$ cat config.mk
export PLATFORM = sky130hd
export DESIGN_NAME = sc_mac_accum_flat
export DESIGN_NICKNAME = d
export VERILOG_FILES = /design/src/rtl/sc_mac_accum_if.sv /design/src/rtl/sc_mac_accum.sv /design/src/flat_wrapper.sv
export SDC_FILE = /design/constraint.sdc
export NUM_CORES = 1
export LEC_CHECK = 0
export BUFFER_PORTS_ARGS = -buffer_cell sky130_fd_sc_hd__buf_2
export CORE_UTILIZATION = 40
export DETAILED_ROUTE_END_ITERATION = 8
export SYNTH_ARGS = -nofsm -noshare
export SYNTH_HDL_FRONTEND = slang
export SYNTH_SLANG_ARGS = --single-unit
$ cat constraint.sdc
create_clock -name clk -period 3 [get_ports clk]
set_input_delay 0 -clock clk [delete_from_list [all_inputs] [get_ports clk]]
set_output_delay 0 -clock clk [all_outputs]
set_load 0.05 [all_outputs]
$ cat src/rtl/sc_mac_accum_if.sv
// Handshake/data bundle between the stochastic MAC accumulator and its
// multiplier/downstream consumer.
interface sc_mac_accum_if #(
  parameter int unsigned DATAWD = 8,
  parameter int unsigned NTERM  = 16
) ();
  localparam int unsigned TermWd = $clog2(NTERM);
  localparam int unsigned ACCWD  = DATAWD + TermWd;

  logic              iStart;
  logic              iAbort;
  logic              iBit;
  logic              iReady;
  logic              oLoad;
  logic [TermWd-1:0] oTermIdx;
  logic              oBusy;
  logic              oValid;
  logic [ACCWD-1:0]  oAcc;
  logic [DATAWD-1:0] oC;

  // Accumulator side.
  modport slave (
    input  iStart,
    input  iAbort,
    input  iBit,
    input  iReady,
    output oLoad,
    output oTermIdx,
    output oBusy,
    output oValid,
    output oAcc,
    output oC
  );

  // Controller / consumer side.
  modport master (
    output iStart,
    output iAbort,
    output iBit,
    output iReady,
    input  oLoad,
    input  oTermIdx,
    input  oBusy,
    input  oValid,
    input  oAcc,
    input  oC
  );
endinterface

$ cat src/rtl/sc_mac_accum.sv
// Stochastic MAC accumulator: counts ones of a product bitstream over NTERM
// windows of 2^DATAWD-1 cycles each, then presents raw and scaled sums.
module sc_mac_accum #(
  parameter int unsigned DATAWD = 8,
  parameter int unsigned NTERM  = 16,
  parameter int unsigned SHIFT  = $clog2(NTERM)
) (
  input logic          clk,
  input logic          rst_n,
  sc_mac_accum_if.slave bus
);
  localparam int unsigned TermWd = $clog2(NTERM);
  localparam int unsigned ACCWD  = DATAWD + TermWd;
  localparam int unsigned Win    = (1 << DATAWD) - 1;

  localparam logic [DATAWD-1:0] WinLast  = DATAWD'(Win - 1);
  localparam logic [TermWd-1:0] TermLast = TermWd'(NTERM - 1);
  localparam logic [ACCWD-1:0]  AccMax   = ACCWD'(NTERM * Win);

  typedef enum logic [1:0] {
    StIdle = 2'd0,
    StLoad = 2'd1,
    StRun  = 2'd2,
    StDone = 2'd3
  } state_e;

  state_e            state_q;
  logic [ACCWD-1:0]  acc_q;
  logic [TermWd-1:0] term_q;
  logic [DATAWD-1:0] win_q;

  // Abort outranks start and handshake; it also wipes the partial sum.
  always_ff @(posedge clk or negedge rst_n) begin
    if (!rst_n) begin
      state_q <= StIdle;
      acc_q   <= '0;
      term_q  <= '0;
      win_q   <= '0;
    end else if (bus.iAbort) begin
      state_q <= StIdle;
      acc_q   <= '0;
      term_q  <= '0;
      win_q   <= '0;
    end else begin
      unique case (state_q)
        StIdle: begin
          if (bus.iStart) begin
            state_q <= StLoad;
            acc_q   <= '0;
            term_q  <= '0;
            win_q   <= '0;
          end
        end
        StLoad: begin
          state_q <= StRun;
        end
        StRun: begin
          acc_q <= acc_q + ACCWD'(bus.iBit);
          if (win_q == WinLast) begin
            win_q   <= '0;
            term_q  <= term_q + 1'b1;
            state_q <= (term_q == TermLast) ? StDone : StLoad;
          end else begin
            win_q <= win_q + 1'b1;
          end
        end
        StDone: begin
          if (bus.iReady) begin
            state_q <= StIdle;
          end
        end
        default: begin
          state_q <= StIdle;
        end
      endcase
    end
  end

  assign bus.oLoad    = (state_q == StLoad);
  assign bus.oBusy    = (state_q == StLoad) || (state_q == StRun);
  assign bus.oValid   = (state_q == StDone);
  assign bus.oTermIdx = term_q;
  assign bus.oAcc     = acc_q;
  assign bus.oC       = DATAWD'(acc_q >> SHIFT);

  // One bit per RUN cycle can never push the count past NTERM full windows.
  assert property (@(posedge clk) disable iff (!rst_n) win_q <= WinLast);
  assert property (@(posedge clk) disable iff (!rst_n) acc_q <= AccMax);

endmodule

$ cat src/flat_wrapper.sv
// flat-port wrapper written by rule: the top's interface ports become plain ports
module sc_mac_accum_flat 
#(
  parameter int unsigned DATAWD = 8,
  parameter int unsigned NTERM  = 16,
  parameter int unsigned SHIFT  = $clog2(NTERM)
)
  (clk, rst_n, bus_iStart, bus_iAbort, bus_iBit, bus_iReady, bus_oLoad, bus_oTermIdx, bus_oBusy, bus_oValid, bus_oAcc, bus_oC);
  sc_mac_accum_if #(.DATAWD(DATAWD), .NTERM(NTERM)) bus_i ();
  input logic clk;
  input logic rst_n;
  input wire logic [$bits(bus_i.iStart)-1:0] bus_iStart;
  input wire logic [$bits(bus_i.iAbort)-1:0] bus_iAbort;
  input wire logic [$bits(bus_i.iBit)-1:0] bus_iBit;
  input wire logic [$bits(bus_i.iReady)-1:0] bus_iReady;
  output wire logic [$bits(bus_i.oLoad)-1:0] bus_oLoad;
  output wire logic [$bits(bus_i.oTermIdx)-1:0] bus_oTermIdx;
  output wire logic [$bits(bus_i.oBusy)-1:0] bus_oBusy;
  output wire logic [$bits(bus_i.oValid)-1:0] bus_oValid;
  output wire logic [$bits(bus_i.oAcc)-1:0] bus_oAcc;
  output wire logic [$bits(bus_i.oC)-1:0] bus_oC;
  assign bus_i.iStart = bus_iStart;
  assign bus_i.iAbort = bus_iAbort;
  assign bus_i.iBit = bus_iBit;
  assign bus_i.iReady = bus_iReady;
  assign bus_oLoad = bus_i.oLoad;
  assign bus_oTermIdx = bus_i.oTermIdx;
  assign bus_oBusy = bus_i.oBusy;
  assign bus_oValid = bus_i.oValid;
  assign bus_oAcc = bus_i.oAcc;
  assign bus_oC = bus_i.oC;
  sc_mac_accum #(.DATAWD(DATAWD), .NTERM(NTERM), .SHIFT(SHIFT)) u_core (.clk(clk), .rst_n(rst_n), .bus(bus_i));
endmodule
==> impl_metrics.yaml, run 1 <==
place:
  post-place-ws_ns: 0.863
  dp.cells: 233
  portBuffers: 32
  dp_hpwl_um: 2410
  placed_area_um2: 1700
  gp_congestion: 0.807
sta:
  hold_viol: 0
  rsz0062_at_grt: "no"
  finalCriticalPeriod_ns: 2.14
  fin_crit_sh_pct: 71.4
  setup_slack_ns: 0.858
  fmax_mhz: 467
  setup_viol: 0
  worstMarginPinSlew_ns: 0.579
  slew-limit-headroom_pct: 61.4
  finalClockSkew_ns: 0.00700
  slew_violations: 0
  final.setup.tns_ns: 0
synthesis:
  synth_seq_cells: 26
  synth_top_family_by_area: "compound AO/OA/AOI/OAI gates"
  synth_compound_area_share_pct: 20.5
  synthAdderAreaFrac_pct: 7.25
  synth_xor_area_share_pct: 4.51
  ys.flop_type: "dfrtp_1"
  yosysTopAreaCellShare_pct: 41.9
  syn_inst: 165
  synth_cell_types: 33
  synthArstFlopShare_pct: 100
  netlist_top_cells_area: "dfrtp_1 42%, ha_1 7.2%, o21ai_0 7.1%"
  yosysMostFrequentCell: "dfrtp_1"
  synth_mux_area_share_pct: 0.966
  seq_area_frac_synth_pct: 41.9
  syn_nets: 180
  synth_area_um2: 1550
  ys_warn_count: 0
  synthSimpleGateAreaFrac_pct: 18.4
  synth_commonest_cells: "26 x dfrtp_1, 22 x o21ai_0, 13 x nor2_1"
  synth-edff-count: 0
  synth_top_area_cell: "dfrtp_1"
  avgSynthCellArea_um2: 9.42
global_routing:
  grt_pass1_vias: 1268
  antenna_found_initial: 0
  grt_max_degree: 27
  track_usage_pct: 17.4
  grt_pass1_wl_um: 5640
  gr-total-overflow: 0
cts:
  htreeDepth: 1
  clock-root-buffer: "clkbuf_8"
  clk_path_buf_depth: 2
  cts_setup_buffers: 0
  clkTransAtPathRegs_ns: 0.09
  cts_buffers: 3
  clk_latency_ns: 0.27
  cts_tree: "done"
  cts-resized-gates: 0
  cts_sinks: 26
pwr:
  pwr_density_cell_nw_per_um2: 503
  p_leak_nw: 0.814
  swShare_pct: 38.6
  p_int_mw: 0.540
  max-vdd-ir-drop_mv: 0.570
  p_sw_mw: 0.339
  clkPwrFrac_pct: 22.7
  seq_power_share_pct: 43.2
  pwr-share-comb_pct: 34.1
job:
  max_cap_viol_count: 0
drt:
  avgRoutedWirePerCell_um: 13.5
  dr_wl_met2_um: 1540
  ant_nets: 0
  drtIter0Drc: 55
  vias: 1283
  routed_wl_um: 3210
  avgViaCountPerCell: 5.41
  drt-met1-wl_um: 1510
  wl_met3_um: 105
  highest_layer: "met4"
  drtPass1Iterations: 4
  drc: 0
worst_setup_path:
  cp-start-kind: "flop"
  crit_slowest_cell: "a41oi_1"
  slowest_delay_ns: 0.48
  crit_fanout: 11
  worstPathArrival_ns: 2.31
  crit_required_ns: 3.17
  worstSetupEndpointType: "flop"
  cp_cell_sequence: "inv_1 -> ha_1 -> nand2b_1 -> a41oi_1 -> nor2_1 -> a22o_1"
  crit_type: "flop to flop"
  r2r_slack_ns: 0.86
final_layout:
  final_layout_size_suffix_gt1_share_pct: 20.1
  post-route-cell-area_um2: 1750
  fin_cells: 237
  nets: 206
  antennaDiodeCount: 0
  area_growth_pct: 12.5
floorplanning:
  rows: 22
  start_util_pct: 42.1
  fp.dieH_um: 64.3
  coreArea_um2: 3690
  ios: 33
  die_w_um: 64.3
  fp.dieArea_um2: 4140
hold_path:
  hold_class: "primary input to flop"
outcome:
  outcome: "complete, no violations"
-- power groups by stage --
stage	Sequential [mW]	Clock, mW	Combinational [mW]
2_1_floorplan	0.387	0	0.246
4_1_cts	0.380	0.206	0.300
6_report	0.380	0.200	0.300
3_5_place_dp	0.387	0	0.296
5_1_grt	0.382	0.219	0.335
3_3_place_gp	0.385	0	0.291
-- cells by family after synthesis --
family | after synthesis
AO/OA/AOI/OAI | 50
XOR/XNOR | 8
adder cells (fa/ha/maj) | 9
buffers and inverters | 17
flip-flops | 26
multiplexers | 1
AND/OR/NAND/NOR | 54
-- final cells by class --
cell class	instances	area, um2
fill	361	1940
multi-input combinational	122	803
sequential	26	651
timing repair buffer	34	178
tap	48	60.1
clock buffer	3	41.3
inverter	4	15.0
-- sequential cells by signal, indices dropped and copies added, names as in the netlist --
signal	count
u_core.bus.oAcc	12
u_core.win_q	8
u_core.bus.oTermIdx	4
u_core.state_q	2
-- timing repair --
item / in CTS / in global routing
setup endpoints to repair: 0 / 0
hold buffers: 1 / 0
endpoints found under the hold margin: 26 / 0
-- final timing paths --
path                                     from                endpoint  cells after the start
hold reg to reg            u_core.bus.oAcc[3]      u_core.bus.oAcc[3]                      1
max in group asynchronous               rst_n  u_core.bus.oTermIdx[3]                      2
setup reg to reg            u_core.state_q[0]  u_core.bus.oTermIdx[2]                      6
hold / removal                     bus_iStart         u_core.win_q[0]                      3
setup / recovery            u_core.state_q[0]  u_core.bus.oTermIdx[2]                      6
min in group asynchronous               rst_n      u_core.bus.oAcc[9]                      2
-- worst max-delay path: cells and delay by family (launching register included) --
family / cells / cell delay (ns)
adders and majority gates: 1 / 0.26
AOI/OAI and AO/OA: 2 / 0.72
and+or+nand+nor: 2 / 0.50
DFF: 1 / 0.42
buffers and inverters: 1 / 0.13
-- per-stage QoR --
stage	utilization, %	hold WS [ns]	total power, mW
2_1_floorplan	-	-0.296	0.632
3_3_place_gp	46.0	0.0348	0.676
3_5_place_dp	46.0	0.0412	0.684
4_1_cts	47.4	0.123	0.886
5_1_grt	47.4	0.164	0.937
6_report	47.4	0.134	0.879
-- cell usage in the layout, fill, tap and decap left out, types with 2 or more instances in the layout --
| master | netlist | routed |
|---|---|---|
| buf_2 | 2 | 32 |
| dfrtp_1 | 26 | 26 |
| o21ai_0 | 22 | 22 |
| nor2_1 | 13 | 13 |
| nand2_1 | 9 | 9 |
| ha_1 | 9 | 9 |
| xor2_1 | 8 | 8 |
| nand3_1 | 8 | 8 |
| a21oi_1 | 7 | 7 |
| nand2b_1 | 5 | 5 |
| o211ai_1 | 5 | 5 |
| o31ai_1 | 5 | 5 |
| or3_1 | 5 | 5 |
| inv_1 | 4 | 4 |
| and4_1 | 4 | 4 |
| and2_1 | 3 | 3 |
| o2111ai_1 | 3 | 3 |
| clkbuf_8 | 0 | 3 |
| nor2b_1 | 2 | 2 |
| nand4_1 | 2 | 2 |
-- routing by layer --
layer,vias to the layer above,global-route usage [%]
met5,-,0
met4,0,6.94
met3,6,2.32
met2,30,30.5
met1,601,21.4
li1,646,-
(Power assumes the default switching activity.)
==> run 2: changes to the inputs <==
clock period = 2 ns   (was 3 ns; I/O delays follow)
==> run 2 against run 1 <==
  * Power up 61%
  * Flip-flop and latch count did not move
  * Non-clock buffer count grew 8
  * Register-to-register slack got worse by 0.78 ns
  * Design area up 4.9%
  * Combinational power grew 87%
  * Largest cell class unchanged
  * Highest routed layer unchanged
==> impl_metrics.yaml, run 2 (synthesized netlist as in run 1, its figures left out) <==
floorplanning:
  fp.dieArea_um2: 4140
  fp.dieH_um: 64.3
  ios: 33
  coreArea_um2: 3690
  start_util_pct: 42.1
  rows: 22
  die_w_um: 64.3
worst_setup_path:
  cp_cell_sequence: "buf_4 -> ha_4 -> mux2_4 -> o21a_4 -> or4_1 -> nand2_1"
  crit_required_ns: 2.21
  cp_num_buf_inv: 1
  slowest_delay_ns: 0.49
  crit_type: "flop to flop"
  crit_slowest_cell: "or4_1"
  reg2reg_depth: 6
  crit_fanout: 9
  worstSetupEndpointType: "flop"
  cp-start-kind: "flop"
  worstPathArrival_ns: 2.14
  cp.depth: 6
  crit_family: "simple AND/OR/NAND/NOR gates"
global_routing:
  grt_pass1_vias: 1279
  track_usage_pct: 18.3
  grt_max_degree: 27
  grt_pass1_wl_um: 5920
  gr-total-overflow: 0
  antenna_found_initial: 0
final_layout:
  post-route-cell-area_um2: 1830
  layout_common_cells: "32 x buf_2, 26 x dfrtp_1, 21 x o21ai_0"
  final_common_cell: "buf_2"
  final_layout_size_suffix_gt1_share_pct: 24.9
  largest_reg_flops: 12
  area_growth_pct: 18.0
  antennaDiodeCount: 0
  nets: 214
drt:
  avgRoutedWirePerCell_um: 13.8
  ant_nets: 0
  drtPass1Iterations: 4
  avgViaCountPerCell: 5.47
  vias: 1341
  routed_wl_um: 3380
  drc: 0
  drtIter0Drc: 22
cts:
  cts_tree: "done"
  cts_buffers: 3
  cts_sinks: 26
  clkTransAtPathRegs_ns: 0.08
  clk_path_buf_depth: 2
  clk_latency_ns: 0.27
  clock-root-buffer: "clkbuf_8"
  htreeDepth: 1
pwr:
  p_leak_nw: 0.854
  pwr_density_cell_nw_per_um2: 772
  max-vdd-ir-drop_mv: 0.778
place:
  placed_area_um2: 1730
  portBuffers: 32
  dp_hpwl_um: 2490
  post-place-ws_ns: 0.0109
  gp_congestion: 0.837
outcome:
  outcome: "complete, no violations"
sta:
  fmax_mhz: 519
  worstMarginPinSlew_ns: 0.597
  setup_slack_ns: 0.0731
  finalClockSkew_ns: 0.00188
  fin_crit_sh_pct: 96.3
  finalCriticalPeriod_ns: 1.93
  slew-limit-headroom_pct: 60.2
  hold_viol: 0
  slew_violations: 0
  setup_viol: 0
hold_path:
  holdPathStages: 3
  hold_class: "primary input to flop"
job:
  max_cap_viol_count: 0
run 2: final cells by class:
| class | count | area, um2 |
|---|---|---|
| fill | 345 | 1860 |
| inverter | 4 | 15.0 |
| sequential | 26 | 651 |
| tap | 48 | 60.1 |
| clock buffer | 3 | 41.3 |
| multi-input combinational | 122 | 828 |
| timing repair buffer | 42 | 238 |
run 2: where the power goes:
group	switching, mW	internal [mW]	leakage [nW]	total [mW]
Clock	0.156	0.135	0.0216	0.291
Sequential	0.0192	0.545	0.362	0.565
Combinational	0.356	0.204	0.471	0.560
Total	0.532	0.884	0.854	1.42
run 2: final timing paths:
check / endpoint / slack, ns / from
hold reg to reg: u_core.bus.oAcc[3] / 0.52 / u_core.bus.oAcc[3]
setup reg to reg: u_core.bus.oAcc[8] / 0.07 / u_core.state_q[1]
setup / recovery: u_core.bus.oAcc[8] / 0.07 / u_core.state_q[1]
max in group asynchronous: u_core.bus.oTermIdx[1] / 1.35 / rst_n
min in group asynchronous: u_core.bus.oAcc[9] / 0.27 / rst_n
hold / removal: u_core.win_q[0] / 0.13 / bus_iStart
run 2: through the flow:
step / power [mW] / hold WS [ns] / instances / util (%) / TNS [ns]
after floorplan: 0.948 / -0.296 / 165 / - / 0
after global placement: 1.05 / 0.0401 / 238 / 47.0 / 0
after detailed placement: 1.07 / 0.0427 / 238 / 47.0 / 0
after CTS: 1.37 / 0.127 / 242 / 48.5 / 0
after global routing: 1.51 / 0.165 / 245 / 49.7 / -0.0222
final: 1.42 / 0.129 / 245 / 49.7 / 0
run 2: worst register-to-register path: stages (launching register included):
cell     delay, ns
dfrtp_1       0.42
buf_4         0.16
ha_4          0.17
mux2_4        0.32
o21a_4        0.23
or4_1         0.49
nand2_1       0.08
run 2: repair_timing:
item | in CTS | in global routing
hold buffers | 1 | 0
setup endpoints to repair | 1 | 5
gates resized for setup | 1 | 5
gates cloned | 0 | 0
setup buffers | 0 | 3
endpoints found under the hold margin | 26 | 0
pin swaps | 0 | 1
run 2: metal layers:
metal / vias to the layer above / wire length [um] / share of wire [%] / track usage [%]
met5: - / 0 / 0 / 0
met4: 0 / 23 / 0.68 / 5.83
li1: 664 / - / - / -
met3: 2 / 133 / 3.9 / 2.68
met2: 33 / 1690 / 50 / 30.5
met1: 642 / 1540 / 45 / 24.0
==> run 3: changes to the inputs <==
CORE_UTILIZATION = 35   (was 40)
PLACE_DENSITY = 0.62   (was unset)
==> run 3 against run 2 <==
  * Non-clock buffer count shrank 1
  * Sequential power is essentially flat
  * Critical path depth is the same
  * Via count shrank 3.8%
  * Maximum frequency grew 0.38%
  * First-iteration DRC count grew to 3.2 times the previous value
  * Register-to-register slack is essentially flat
  * Clock power grew 20%
  * Clock-buffer cell count grew 1
==> impl_metrics.yaml, run 3 (synthesized netlist as in run 1, its figures left out) <==
cts:
  cts_buffers: 3
  cts_setup_buffers: 0
  cts_sinks: 26
  clock-root-buffer: "clkbuf_8"
  clk_latency_ns: 0.27
  clkTransAtPathRegs_ns: 0.09
  clk_path_buf_depth: 2
  htreeDepth: 1
  cts_tree: "done"
floorplanning:
  rows: 23
  fp.dieArea_um2: 4710
  coreArea_um2: 4140
  ios: 33
  die_w_um: 68.6
  start_util_pct: 37.5
  fp.dieH_um: 68.6
pwr:
  clkPwrFrac_pct: 24.1
  swShare_pct: 37.1
  pwr-share-comb_pct: 36.9
  seq_power_share_pct: 39.0
  p_sw_mw: 0.536
  p_int_mw: 0.910
  p_leak_nw: 0.856
  power.total_mw: 1.45
  max-vdd-ir-drop_mv: 0.774
  pwr_density_cell_nw_per_um2: 790
final_layout:
  area_growth_pct: 17.7
  multi_input_area_um2: 816
  final_layout_size_suffix_gt1_share_pct: 24.4
  layout_common_cells: "32 x buf_2, 26 x dfrtp_1, 20 x o21ai_0"
  fin_cells: 247
  nets: 213
  utilization_pct: 44.1
  fill_cells: 422
  largest_reg_flops: 12
  antennaDiodeCount: 0
  ff_latch_area_um2: 651
  final_common_cell: "buf_2"
drt:
  drtIter0Drc: 70
  highest_layer: "met4"
  wl_met3_um: 114
  drc: 0
  ant_nets: 0
  dr_wl_met2_um: 1530
  vias: 1290
  avgRoutedWirePerCell_um: 13.3
  avgViaCountPerCell: 5.22
  routed_wl_um: 3280
  drt-met1-wl_um: 1620
  drtPass1Iterations: 4
worst_setup_path:
  slowest_delay_ns: 0.49
  worstSetupEndpointType: "flop"
  crit_fanout: 8
  crit_slowest_cell: "or4_1"
  r2r_slack_ns: 0.08
  cp_cell_sequence: "inv_1 -> ha_4 -> mux2_4 -> o21a_4 -> or4_1 -> nand2_1"
  cp-start-kind: "flop"
  worstPathArrival_ns: 2.14
  crit_type: "flop to flop"
  crit_required_ns: 2.22
place:
  portBuffers: 32
  dp_hpwl_um: 2400
  gp_congestion: 0.766
  dp.cells: 242
job:
  max_cap_viol_count: 0
sta:
  setup_viol: 0
  slew-limit-headroom_pct: 59.7
  finalCriticalPeriod_ns: 1.92
  hold_viol: 0
  worstMarginPinSlew_ns: 0.605
  final.setup.tns_ns: 0
  rsz0062_at_grt: "no"
  fmax_mhz: 521
  finalClockSkew_ns: 0.00323
  slew_violations: 0
  fin_crit_sh_pct: 96.0
  whs_ns: 0.120
global_routing:
  antenna_found_initial: 0
  gr-total-overflow: 0
  grt_pass1_wl_um: 5480
  grt_max_degree: 27
  track_usage_pct: 15.5
  grt_pass1_vias: 1190
outcome:
  outcome: "complete, no violations"
hold_path:
  hold_class: "primary input to flop"
-- run 3: critical path, delay by kind of cell, from the launching register on --
family | cells | cell delay [ns]
and+or+nand+nor | 2 | 0.57
muxes | 1 | 0.34
DFF | 1 | 0.43
adders and majority gates | 1 | 0.16
AOI/OAI and AO/OA | 1 | 0.23
buffers and inverters | 1 | 0.14
-- run 3: stage by stage --
step	cell area (um2)	setup WS [ns]
6_report	1830	0.0803
5_1_grt	1830	0.00745
4_1_cts	1820	0.0347
3_5_place_dp	1750	0.0505
3_3_place_gp	1750	0.101
2_1_floorplan	1550	0.108
-- run 3: final cells by class --
type	count	area share (%)
Inverter	4	0.821
Multi-Input combinational cell	122	44.6
Sequential cell	26	35.6
Clock buffer	4	3.01
Timing Repair Buffer	41	12.6
Tap cell	50	3.42
-- run 3: layer usage --
metal	vias up	GRT usage, %
met5	-	0
met4	0	3.39
met3	2	3.78
met2	27	24.0
met1	601	21.7
li1	660	-
-- run 3: final timing paths --
path	startpoint	endpoint	cells past startpoint
min	bus_iAbort	u_core.bus.oAcc[0]	2
min reg2reg	u_core.bus.oAcc[3]	u_core.bus.oAcc[3]	1
min in group asynchronous	rst_n	u_core.bus.oAcc[6]	2
max in group asynchronous	rst_n	u_core.bus.oAcc[1]	2
max reg2reg	u_core.state_q[1]	u_core.bus.oAcc[8]	6
max	u_core.state_q[1]	u_core.bus.oAcc[8]	6
-- run 3: power groups by stage --
| stage | clock network (mW) | logic [mW] | registers (mW) |
|---|---|---|---|
| 2_1_floorplan | 0 | 0.368 | 0.580 |
| 3_3_place_gp | 0 | 0.506 | 0.571 |
| 3_5_place_dp | 0 | 0.506 | 0.573 |
| 4_1_cts | 0.358 | 0.510 | 0.562 |
| 5_1_grt | 0.380 | 0.584 | 0.568 |
| 6_report | 0.348 | 0.533 | 0.564 |
-- run 3: timing repair --
item                       4_1_cts  5_1_grt
gates resized for setup          0        5
hold buffers                     1        0
setup endpoints to repair        0        6
hold endpoints to repair        26        0
